$ cat config.mk
export PLATFORM = sky130hd
export DESIGN_NAME = barrel_aligner
export DESIGN_NICKNAME = d
export VERILOG_FILES = /design/src/rtl/barrel_pkg.sv /design/src/rtl/barrel_sync_match.sv /design/src/rtl/barrel_aligner.sv
export SDC_FILE = /design/constraint.sdc
export NUM_CORES = 1
export LEC_CHECK = 0
export CORE_ASPECT_RATIO = 0.9
export CORE_MARGIN = 8
export CORE_UTILIZATION = 59
export CTS_CLUSTER_DIAMETER = 40
export DETAILED_ROUTE_END_ITERATION = 8
export PLACE_DENSITY_LB_ADDON = 0.2
export SYNTH_ARGS = -nofsm -noshare
export SYNTH_HDL_FRONTEND = slang
export SYNTH_SLANG_ARGS = --single-unit
$ cat constraint.sdc
create_clock -name clk -period 8.4 [get_ports clk]
set_clock_uncertainty 0.2 [all_clocks]
set_input_delay 2.1 -clock clk [delete_from_list [all_inputs] [get_ports clk]]
set_output_delay 2.1 -clock clk [all_outputs]
set_load 0.02 [all_outputs]
$ cat src/rtl/barrel_pkg.sv
// Shared types and rotate helpers for the byte barrel rotator/aligner pair.
package barrel_pkg;

    typedef enum logic [1:0] {
        HUNT,
        VERIFY,
        LOCKED
    } state_t;

    localparam logic [7:0]  DEF_SYNC      = 8'hA5;
    localparam int unsigned DEF_FRAME_LEN = 8;
    localparam int unsigned DEF_LOCK_N    = 3;
    localparam int unsigned DEF_LOSS_N    = 2;

    // Rotates by shifting a doubled copy of the byte.
    function automatic logic [7:0] rotl8(input logic [7:0] x, input logic [2:0] k);
        logic [15:0] t;
        t = {x, x} << k;
        return t[15:8];
    endfunction

    function automatic logic [7:0] rotr8(input logic [7:0] x, input logic [2:0] k);
        logic [15:0] t;
        t = {x, x} >> k;
        return t[7:0];
    endfunction

endpackage

$ cat src/rtl/barrel_sync_match.sv
// Compares every left rotation of the input byte against the sync pattern;
// the smallest matching rotation wins.
module barrel_sync_match
    import barrel_pkg::*;
#(
    parameter logic [7:0] SYNC = DEF_SYNC
) (
    input  logic [7:0] data_in,
    output logic       hit,
    output logic [2:0] k
);

    always_comb begin
        hit = 1'b0;
        k   = '0;
        for (int unsigned i = 0; i < 8; i++) begin
            if (!hit && (rotl8(data_in, 3'(i)) == SYNC)) begin
                hit = 1'b1;
                k   = 3'(i);
            end
        end
    end

endmodule

$ cat src/rtl/barrel_aligner.sv
// Finds the unknown byte rotation by hunting for a framed sync byte and
// outputs de-rotated, frame-marked bytes while locked.
module barrel_aligner
    import barrel_pkg::*;
#(
    parameter logic [7:0]  SYNC      = DEF_SYNC,
    parameter int unsigned FRAME_LEN = DEF_FRAME_LEN,
    parameter int unsigned LOCK_N    = DEF_LOCK_N,
    parameter int unsigned LOSS_N    = DEF_LOSS_N
) (
    input  logic       clk,
    input  logic       reset,
    input  logic       valid_in,
    input  logic [7:0] data_in,
    output logic [7:0] data_out,
    output logic       valid_out,
    output logic       sof,
    output logic       locked,
    output logic [2:0] rot
);

    localparam int unsigned POS_W  = $clog2(FRAME_LEN);
    localparam int unsigned GOOD_W = $clog2(LOCK_N + 1);
    localparam int unsigned MISS_W = $clog2(LOSS_N + 1);

    state_t              state, state_n;
    logic [POS_W-1:0]    pos, pos_n, pos_inc;
    logic [GOOD_W-1:0]   good_cnt, good_n;
    logic [MISS_W-1:0]   miss_cnt, miss_n;
    logic [2:0]          rot_n;
    logic [7:0]          dout_n, aligned;
    logic                vout_n, sof_n;
    logic                hit, sync_slot, rot_ok;
    logic [2:0]          hit_k;

    barrel_sync_match #(.SYNC(SYNC)) u_match (
        .data_in (data_in),
        .hit     (hit),
        .k       (hit_k)
    );

    assign aligned   = rotl8(data_in, rot);
    assign sync_slot = (pos == '0);
    assign rot_ok    = (aligned == SYNC);
    assign pos_inc   = (pos == POS_W'(FRAME_LEN - 1)) ? '0 : pos + POS_W'(1);

    always_comb begin
        state_n = state;
        pos_n   = pos;
        good_n  = good_cnt;
        miss_n  = miss_cnt;
        rot_n   = rot;
        dout_n  = data_out;
        vout_n  = 1'b0;
        sof_n   = 1'b0;
        if (valid_in) begin
            case (state)
                HUNT: begin
                    if (hit) begin
                        rot_n   = hit_k;
                        good_n  = GOOD_W'(1);
                        pos_n   = POS_W'(1);
                        state_n = VERIFY;
                    end
                end
                VERIFY: begin
                    if (!sync_slot) begin
                        pos_n = pos_inc;
                    end else if (rot_ok) begin
                        pos_n = pos_inc;
                        if (good_cnt == GOOD_W'(LOCK_N - 1)) begin
                            state_n = LOCKED;
                            good_n  = '0;
                            vout_n  = 1'b1;
                            sof_n   = 1'b1;
                            dout_n  = aligned;
                        end else begin
                            good_n = good_cnt + GOOD_W'(1);
                        end
                    end else begin
                        // The failing byte is deliberately not re-hunted.
                        state_n = HUNT;
                        good_n  = '0;
                        pos_n   = '0;
                    end
                end
                LOCKED: begin
                    if (sync_slot && !rot_ok && (miss_cnt == MISS_W'(LOSS_N - 1))) begin
                        state_n = HUNT;
                        miss_n  = '0;
                        pos_n   = '0;
                    end else begin
                        pos_n  = pos_inc;
                        vout_n = 1'b1;
                        dout_n = aligned;
                        if (sync_slot) begin
                            sof_n  = rot_ok;
                            miss_n = rot_ok ? '0 : miss_cnt + MISS_W'(1);
                        end
                    end
                end
                default: begin
                    state_n = HUNT;
                end
            endcase
        end
    end

    always_ff @(posedge clk) begin
        if (reset) begin
            state     <= HUNT;
            pos       <= '0;
            good_cnt  <= '0;
            miss_cnt  <= '0;
            rot       <= '0;
            data_out  <= '0;
            valid_out <= 1'b0;
            sof       <= 1'b0;
            locked    <= 1'b0;
        end else begin
            state     <= state_n;
            pos       <= pos_n;
            good_cnt  <= good_n;
            miss_cnt  <= miss_n;
            rot       <= rot_n;
            data_out  <= dout_n;
            valid_out <= vout_n;
            sof       <= sof_n;
            locked    <= (state_n == LOCKED);
        end
    end

endmodule

==> metrics.md <==
| Metric | Value |
|---|---|
| Residual DRC count | `0` |
| Port Buf Inserts | `24` |
| Largest net degree at the start of global routing | `33` |
| WP data arrival | `4.74 ns` |
| Synth area leader | `dfxtp_1` |
| Total Routing Usage GR | `roughly 16%` |
| CP top delay family | `compound AO/OA/AOI/OAI gates` |
| # IOs | `25` |
| Number of global-route vias before repair | `roughly 1,400` |
| Gpl congestion | `approximately 0.85` |
| RSZ-0062 raised after global routing | `false` |
| Seq/Total Area, Yosys | `25.99%` |
| Routed len/inst | `~16 um` |
| F_max | `212.1 MHz` |
| Placeable Area | `2948 um2` |
| 1st-iter DRT viols | `86` |
| Clk pin slew, worst setup/hold paths | `approximately 0.13 ns` |
| Hold Path End | `data_out[3]` |
| Post-synth top area share | `between 20 and 30%` |
| Final hold viol count | `0` |
| Fillers | `256` |
| Routed via count | `1,506` |
| Initial Util | `60.10%` |
| Main synth FF type | `dfxtp_1` |
| Worst Setup Start Kind | `input pin` |
| Worst flop-to-flop path startpoint | `rot[0]` |
| Synthesized instance count | `185` |
| Root cell of the clock tree | `clkbuf_4` |
| Clock buffer depth | `2` |
| Wire length after detailed routing | `3849 um` |
| Min-Delay Path Class | `flip-flop to flip-flop` |
| #FFs+latches synth | `23` |
| Final ANT Viol Nets | `0` |
| Slowest CP cell | `a211oi_1` |
| H-tree levels | `1` |
| Vias/cell | `6.073` |
| Max Cap Violations | `0` |
| Pwr dens | `94.08 nW/um2` |
| # hold bufs at CTS | `0` |
| Max-slew violations | `0` |
| Netlist cell types | `45` |
| Chip Width | `about 74 um` |
| Layout area overhead | `15.75%` |
| Hold Path Depth | `2` |
| Worst vdd ir | `55.48 uV` |
| Critical Path, Cell by Cell | `clkdlybuf4s50_1 -> nor4bb_1 -> o22ai_1 -> o21a_1 -> a211oi_1 -> and2_1 -> a32oi_1 -> o41ai_1` |
| Resize count post-CTS | `0` |
| Setup TNS | `0 ns` |
| Layout cells sized above 1 | `12.14%` |
| Final setup vio count | `0` |
| Tcrit/Tclk final | `56.12%` |
| CP required | `8.42 ns` |
| Layout Cells excl Fill | `248` |
| Worst-Margin Slew | `between 1 and 1.5 ns` |
| First-pass GRT wire length | `6472 um` |
| TritonCTS Buffers | `3` |
| Drt first pass iters | `5` |
| Max-slew headroom | `29.90%` |
| Reg2Reg Depth | `6` |
| Die footprint | `5015 um2` |
| Most common cell in the netlist | `dfxtp_1` |
| Reg2Reg Capture Point | `data_out[6]` |
| Syn nets | `~200` |
| Leading cell types by total area after synthesis | `dfxtp_1 26%, mux4_1 8.9%, ha_1 5.6%` |
| Final Critical Period | `around 4.7 ns` |
| Largest fanout on the critical path | `8` |
| CTS sink cnt | `23` |
| WP buf/inv | `1` |
| Row Count | `19` |
| Commonest cells post-synth | `23 x dfxtp_1, 20 x nor2_1, 14 x nand2_1, 13 x nor2b_1` |
| Number of synthesized flops with an enable pin | `0` |
| CTS tree | `yes` |
| Die Y-Extent | `67.99 um` |
| Synthesis warning total | `0` |
| Pleak | `roughly 0.73 nW` |
| Reg2reg setup slack | `5.33 ns` |
| Syn avg cell area | `9.577 um2` |
| Post-CTS setup buffers | `0` |
| Share of synthesized flip-flops with an asynchronous set or reset | `0%` |
| Synthesized area | `1772 um2` |
| DP HPWL | `2863 um` |
| Clk_lat worst skew | `~0.32 ns` |
| Total grt overflow | `0` |
| Nets | `226` |
| Class of the most critical setup path | `input pin to flip-flop` |
| Status | `finished, final reports clean` |
| Initial antenna violation count | `0` |
| Inserted Diodes | `0` |
| Cells after DPL | `244` |
| Min-delay src | `data_out[3]` |
| Slowest Stage Delay on Critical Path | `0.65 ns` |
| CP Capture Type | `flip-flop` |
metal layers:
layer	vias to the layer above	global-route usage [%]	part of all wire [%]
met2	29	26.30	47
met4	0	4.975	0.99
met1	740	20.22	47
met3	5	4.392	5.2
li1	732	-	-
met5	-	0	0
placed cells by master (no fill, tap or decap), types with 2 or more instances in the layout:
cell / instances
clkdlybuf4s50_1: 24
dfxtp_1: 23
nor2_1: 20
nand2_1: 14
nor2b_1: 13
inv_1: 10
a21oi_1: 10
mux2i_1: 9
ha_1: 8
mux4_1: 6
mux2_4: 6
o21ai_0: 5
nor4bb_1: 5
o21a_1: 4
nand2b_1: 4
mux2_2: 3
nor4b_2: 3
nor3_1: 3
a211o_1: 3
clkbuf_4: 3
and4bb_2: 2
nand3_1: 2
o32ai_1: 2
a2bb2oi_1: 2
sequential cells by signal (all words and copies together), names as in the netlist:
name and flops:
locked 1, data_out 8, good_cnt 2, valid_out 1, rot 3, state 2
miss_cnt 2, sof 1, pos 3
through the flow:
step | worst slack, ns | power, mW | area, um2 | hold slack (ns) | util [%]
6_report | 3.686 | 0.1929 | 2051 | 0.2880 | 69.57
5_1_grt | 3.517 | 0.2014 | 2051 | 0.3128 | 69.57
4_1_cts | 3.712 | 0.1939 | 2051 | 0.2907 | 69.57
3_5_place_dp | 3.371 | 0.1408 | 2023 | 0.2659 | 68.63
3_3_place_gp | 3.520 | 0.1394 | 2023 | 0.2735 | 68.63
2_1_floorplan | 4.178 | 0.1298 | 1772 | 0.2613 | -
how the worst max path moves through the flow:
stage | startpoint | endpoint | depth (start not counted)
4_1_cts | data_in[1] | pos[0] | 8
2_1_floorplan | data_in[4] | data_out[0] | 6
3_5_place_dp | data_in[1] | pos[0] | 8
3_3_place_gp | data_in[3] | data_out[2] | 8
5_1_grt | data_in[3] | pos[0] | 8
6_report | data_in[1] | pos[0] | 8
cells by family after synthesis:
kind of cell    count (synthesis)  share of synthesized area [%]
compound gates                 38                          16.39
fa+ha+maj                       8                          5.650
mux                            24                          20.97
simple gates                   75                          26.55
buf+inv                        17                          4.449
flops                          23                          25.99
worst register-to-register path, stage by stage (launching register included):
cell and delay [ns]:
dfxtp_1 0.68, mux4_1 0.72, nor4b_2 0.22, o22ai_4 0.30, nand3_4 0.16, a22oi_4 0.37, mux2_4 0.33
cell type report:
| type | count | area (um2) | share of cell area, % |
|---|---|---|---|
| clock buffers | 3 | 22.52 | 1.098 |
| inverters | 10 | 37.54 | 1.830 |
| multi-input cells | 145 | 1232 | 60.10 |
| clock inverters | 1 | 5.005 | 0.2441 |
| flip-flops and latches | 23 | 460.4 | 22.45 |
| well taps | 42 | 52.55 | 2.563 |
| repair buffers | 24 | 240.2 | 11.71 |
power by group:
group | leakage [nW] | switching [mW] | internal (mW)
sequential | 0.185 | 0.000650 | 0.109
combinational | 0.527 | 0.0156 | 0.0133
clock | 0.0177 | 0.0361 | 0.0179
(Power assumes the default switching activity.)
